$ cat config.mk
export PLATFORM = sky130hd
export DESIGN_NAME = fpnew_divsqrt_result_buffer
export DESIGN_NICKNAME = d
export VERILOG_FILES = /design/src/rtl/fpnew_pkg.sv /design/src/rtl/fpnew_rbuf_ptr.sv /design/src/rtl/fpnew_divsqrt_result_buffer.sv
export SDC_FILE = /design/constraint.sdc
export NUM_CORES = 1
export LEC_CHECK = 0
export CORE_MARGIN = 8
export CORE_UTILIZATION = 30
export CTS_CLUSTER_SIZE = 30
export DETAILED_ROUTE_END_ITERATION = 12
export PLACE_DENSITY = 0.48
export REMOVE_ABC_BUFFERS = 1
export SLEW_MARGIN = 20
export SYNTH_ARGS = -nofsm -noshare
export SYNTH_HDL_FRONTEND = slang
export SYNTH_SLANG_ARGS = --single-unit
$ cat constraint.sdc
create_clock -name clk_i -period 4.06 [get_ports clk_i]
set_clock_uncertainty 0.2 [all_clocks]
set_input_delay 0.609 -clock clk_i [delete_from_list [all_inputs] [get_ports clk_i]]
set_output_delay 0.609 -clock clk_i [all_outputs]
set_load 0.05 [all_outputs]
$ cat src/rtl/fpnew_pkg.sv
// Shared FPU types: IEEE exception status flags and the divsqrt result-buffer sizing helper.
package fpnew_pkg;

    typedef struct packed {
        logic NV;
        logic DZ;
        logic OF;
        logic UF;
        logic NX;
    } status_t;

    function automatic int unsigned rbuf_cnt_width(input int unsigned depth);
        return $clog2(depth + 1);
    endfunction

endpackage

$ cat src/rtl/fpnew_rbuf_ptr.sv
// Wrapping index 0..DEPTH-1 for the result buffer; advances by one per inc_i, clr_i returns to 0.
module fpnew_rbuf_ptr #(
    parameter int unsigned DEPTH = 4,
    localparam int unsigned PTR_W = (DEPTH > 1) ? $clog2(DEPTH) : 1
) (
    input  logic             clk_i,
    input  logic             rst_i,
    input  logic             clr_i,
    input  logic             inc_i,
    output logic [PTR_W-1:0] ptr_o
);

    logic [PTR_W-1:0] ptr_q, ptr_d;

    always_comb begin
        ptr_d = ptr_q;
        if (clr_i) begin
            ptr_d = '0;
        end else if (inc_i) begin
            ptr_d = (ptr_q == PTR_W'(DEPTH - 1)) ? '0 : ptr_q + PTR_W'(1);
        end
    end

    always_ff @(posedge clk_i) begin
        if (rst_i) ptr_q <= '0;
        else       ptr_q <= ptr_d;
    end

    assign ptr_o = ptr_q;

endmodule

$ cat src/rtl/fpnew_divsqrt_result_buffer.sv
// DEPTH-entry registered FIFO behind divsqrt: 1-cycle push-to-valid, ready from occupancy only (no out_ready path).
// FPNEW_DIVSQRT_FFLAGS_ACC_EN adds a sticky OR of popped status flags with a clear input.
module fpnew_divsqrt_result_buffer
    import fpnew_pkg::*;
#(
    parameter int unsigned WIDTH = 64,
    parameter int unsigned DEPTH = 4,
    parameter type TagType = logic,
    localparam int unsigned CNT_W = rbuf_cnt_width(DEPTH),
    localparam int unsigned PTR_W = (DEPTH > 1) ? $clog2(DEPTH) : 1
) (
    input  logic             clk_i,
    input  logic             rst_i,
    input  logic             in_valid_i,
    output logic             in_ready_o,
    input  logic [WIDTH-1:0] result_i,
    input  status_t          status_i,
    input  TagType           tag_i,
    input  logic             flush_i,
    output logic             out_valid_o,
    input  logic             out_ready_i,
    output logic [WIDTH-1:0] result_o,
    output status_t          status_o,
    output TagType           tag_o,
    output logic [CNT_W-1:0] count_o,
`ifdef FPNEW_DIVSQRT_FFLAGS_ACC_EN
    input  logic             fflags_clr_i,
    output status_t          fflags_acc_o,
`endif
    output logic             busy_o
);

    logic [WIDTH-1:0] res_q [DEPTH];
    status_t          sts_q [DEPTH];
    TagType           tag_q [DEPTH];
    logic [CNT_W-1:0] count_q, count_d;
    logic [PTR_W-1:0] wr_ptr, rd_ptr;
    logic             push, pop;

    assign in_ready_o  = (count_q != CNT_W'(DEPTH)) & ~rst_i;
    assign out_valid_o = (count_q != '0) & ~flush_i;
    assign push        = in_valid_i & in_ready_o & ~flush_i;
    assign pop         = out_valid_o & out_ready_i;

    fpnew_rbuf_ptr #(.DEPTH(DEPTH)) u_wr_ptr (
        .clk_i (clk_i),
        .rst_i (rst_i),
        .clr_i (flush_i),
        .inc_i (push),
        .ptr_o (wr_ptr)
    );

    fpnew_rbuf_ptr #(.DEPTH(DEPTH)) u_rd_ptr (
        .clk_i (clk_i),
        .rst_i (rst_i),
        .clr_i (flush_i),
        .inc_i (pop),
        .ptr_o (rd_ptr)
    );

    always_comb begin
        count_d = count_q;
        if (flush_i) begin
            count_d = '0;
        end else if (push && !pop) begin
            count_d = count_q + CNT_W'(1);
        end else if (pop && !push) begin
            count_d = count_q - CNT_W'(1);
        end
    end

    always_ff @(posedge clk_i) begin
        if (rst_i) count_q <= '0;
        else       count_q <= count_d;
    end

    always_ff @(posedge clk_i) begin
        if (rst_i) begin
            for (int i = 0; i < int'(DEPTH); i++) begin
                res_q[i] <= '0;
                sts_q[i] <= '0;
                tag_q[i] <= '0;
            end
        end else if (push) begin
            res_q[wr_ptr] <= result_i;
            sts_q[wr_ptr] <= status_i;
            tag_q[wr_ptr] <= tag_i;
        end
    end

    assign result_o = res_q[rd_ptr];
    assign status_o = sts_q[rd_ptr];
    assign tag_o    = tag_q[rd_ptr];
    assign count_o  = count_q;
    assign busy_o   = (count_q != '0);

`ifdef FPNEW_DIVSQRT_FFLAGS_ACC_EN
    status_t acc_q, acc_d;

    // Clear takes effect before the OR, so a same-cycle pop seeds the fresh value.
    always_comb begin
        acc_d = fflags_clr_i ? '0 : acc_q;
        if (pop) acc_d = acc_d | status_o;
    end

    always_ff @(posedge clk_i) begin
        if (rst_i) acc_q <= '0;
        else       acc_q <= acc_d;
    end

    assign fflags_acc_o = acc_q;
`endif

endmodule

==> results.toml <==
[place]
place.port_buffers = 150
place_area_um2 = 14850
dpl.hpwl_mm = 17.75
dp.cells = 1389
gp_congestion = 0.6766

[critical_path]
critPathKind = "reg2out"
endpoint_kind = "output port"
startpoint_type = "flop"
path_max_fanout = 15
worstPathArrival_ns = 2.74
cp.required_ns = 3.25

[sta]
setup_tns_ns = 0
rsz0062_at_grt = "no"
finalMaxSlewViolations = 0
min_period_over_period = 0.8749
slew_headroom = 0.4070
setup_viol = 0
holdWs_ns = 0.2826
post-route-min-period_ns = 3.552
worstMarginPinSlew_ns = 0.8895
hold_viol = 0
max_freq_ghz = 0.2815

[synthesis]
synth_top_area_share = 0.6691
yosysSeqAreaShare = 0.6835
ys_warn_count = 0
synth_cells = 726
synthesis.area_um2 = 12570
syn_area_per_cell_um2 = 17.31
ys_seq_elements = 289
ys_types = 30
synth_area_leaders = "edfxtp_1 67%, mux4_2 13%, and2_1 11%"
yosys.area.top_type = "edfxtp_1"

[floorplanning]
die_h_um = 220.7
pin_count = 151
die_w_um = 220.7
start_util = 0.3016
design.die.area_um2 = 48690
rows = 75
coreArea_um2 = 41670

[routing]
postRouteAntennaNets = 0
drtPass1Iterations = 4
wl_per_cell_um = 21.33
drt-total-wl_mm = 30.89
vias_per_cell = 4.512
drt_iter0_markers = 331
vias = 6533
drc_errors = 0

[clocking]
cts_hold_buf = 0
cts_buffer_depth = 3
post_cts.repair.setup_buffers = 0
worst_skew_pair.late_latency_ns = 0.50
clk_pin_slew_ns = 0.06
cts_resized = 0
cts-buffers-inserted = 35
cts_tree = "built"
clock_sinks = 289
htreeDepth = 2
cts_root_buffer = "clkbuf_16"

[pwr]
power_density_nw_per_um2 = 445.6
leakagePower_nw = 5.611
ir_drop_mv = 0.1895

[min_path]
min-delay-path-class = "reg2reg"

[outcome]
status = "finished, final reports clean"

[global_routing]
grt_usage = 0.1278
grt_overflow_total = 0
grt_max_degree = 71
grt_first_pass_wirelength_mm = 46.12
antenna_found_initial = 3
first_global_vias = 7331

[final_layout]
area_growth_pct = 26.91
fin_cells = 1448
diodes = 0
layout-drive-gt1-share = 0.2365
fin_util = 0.3828
finalNetCount = 966
layout_commonest_cell = "edfxtp_1"
multi_input_area_um2 = 3779
seq_area_um2 = 8596
design_area_um2 = 15950
layout_common_cells = "280 x edfxtp_1, 212 x and2_1, 150 x clkdlybuf4s50_1"
n_fill_cell = 3880

[flow_run]
maxCapViolCount = 0
[state kept, by name, indices dropped and copies added, names as in the netlist, named ones only]
signal          cells
count_o             3
u_rd_ptr.ptr_o      2
sts_q              20
u_wr_ptr.ptr_o      2
res_q             256
tag_q               4
[Yosys cell counts]
library cell / count
a21boi_0: 1
a31o_2: 1
and2_1: 212
and2_2: 68
buf_2: 8
buf_6: 1
clkbuf_1: 17
clkbuf_2: 20
dfxtp_1: 9
edfxtp_1: 280
fa_1: 1
ha_1: 3
inv_1: 2
mux2i_1: 4
mux4_2: 70
nand2_1: 6
nand3b_1: 1
nor2_1: 4
nor2b_1: 1
nor3_1: 2
nor3b_4: 1
nor4_1: 1
nor4_4: 1
nor4b_4: 2
o21ai_0: 1
o21bai_1: 1
or2_2: 3
or3_1: 2
or3b_4: 1
xor2_1: 2
[final timing paths]
| kind | slack, ns | depth (start not counted) | startpoint | endpoint |
|---|---|---|---|---|
| max | 0.51 | 3 | flop | result_o[6] |
| min | 0.28 | 2 | u_rd_ptr.ptr_o[1] | flop |
| max reg2reg | 1.47 | 8 | count_o[0] | count_o[2] |
| min reg2reg | 0.28 | 2 | u_rd_ptr.ptr_o[1] | flop |
[final cells by class]
| cell class | instances | share of cell area |
|---|---|---|
| inverters | 2 | 0.0004707 |
| repair buffers | 170 | 0.1122 |
| clock buffers | 44 | 0.05970 |
| flip-flops and latches | 289 | 0.5390 |
| clock inverters | 15 | 0.009415 |
| well taps | 539 | 0.04229 |
| multi-input cells | 389 | 0.2369 |
[routing by layer]
layer  routed length (um)  GRT usage  up-vias
met5                   43          0        -
met4                  530    0.03335        6
met3                 1758    0.03527       47
met2                15070     0.2124      145
met1                13490     0.1635     3314
li1                     -          -     3021
[stage by stage]
step	worst slack (ns)	total power, W
floorplan	-0.5299	0.003847
CTS	0.4066	0.007224
finish	0.5078	0.007106
detailed placement	0.6282	0.004165
global route	0.3699	0.007372
global placement	0.6594	0.004161
[where the power goes]
part	switching (W)	internal, W
registers	0.0000369	0.00341
logic	0.000383	0.000251
clock network	0.00118	0.00184
[kinds of logic (layout without fill, tap and decap cells)]
group,after synthesis,count (layout),synth area share
fa+ha+maj,4,4,0.004581
xor+xnor,2,2,0.001394
flops,289,289,0.6835
simple gates,305,305,0.1619
mux,74,74,0.1286
compound gates,4,4,0.002290
buf+inv,48,231,0.01772
[critical path: stages, from the launching register on]
cell             delay (ns)
dfxtp_4                0.52
buf_4                  0.39
mux4_2                 0.58
clkdlybuf4s50_1        0.73
(Power assumes the default switching activity.)
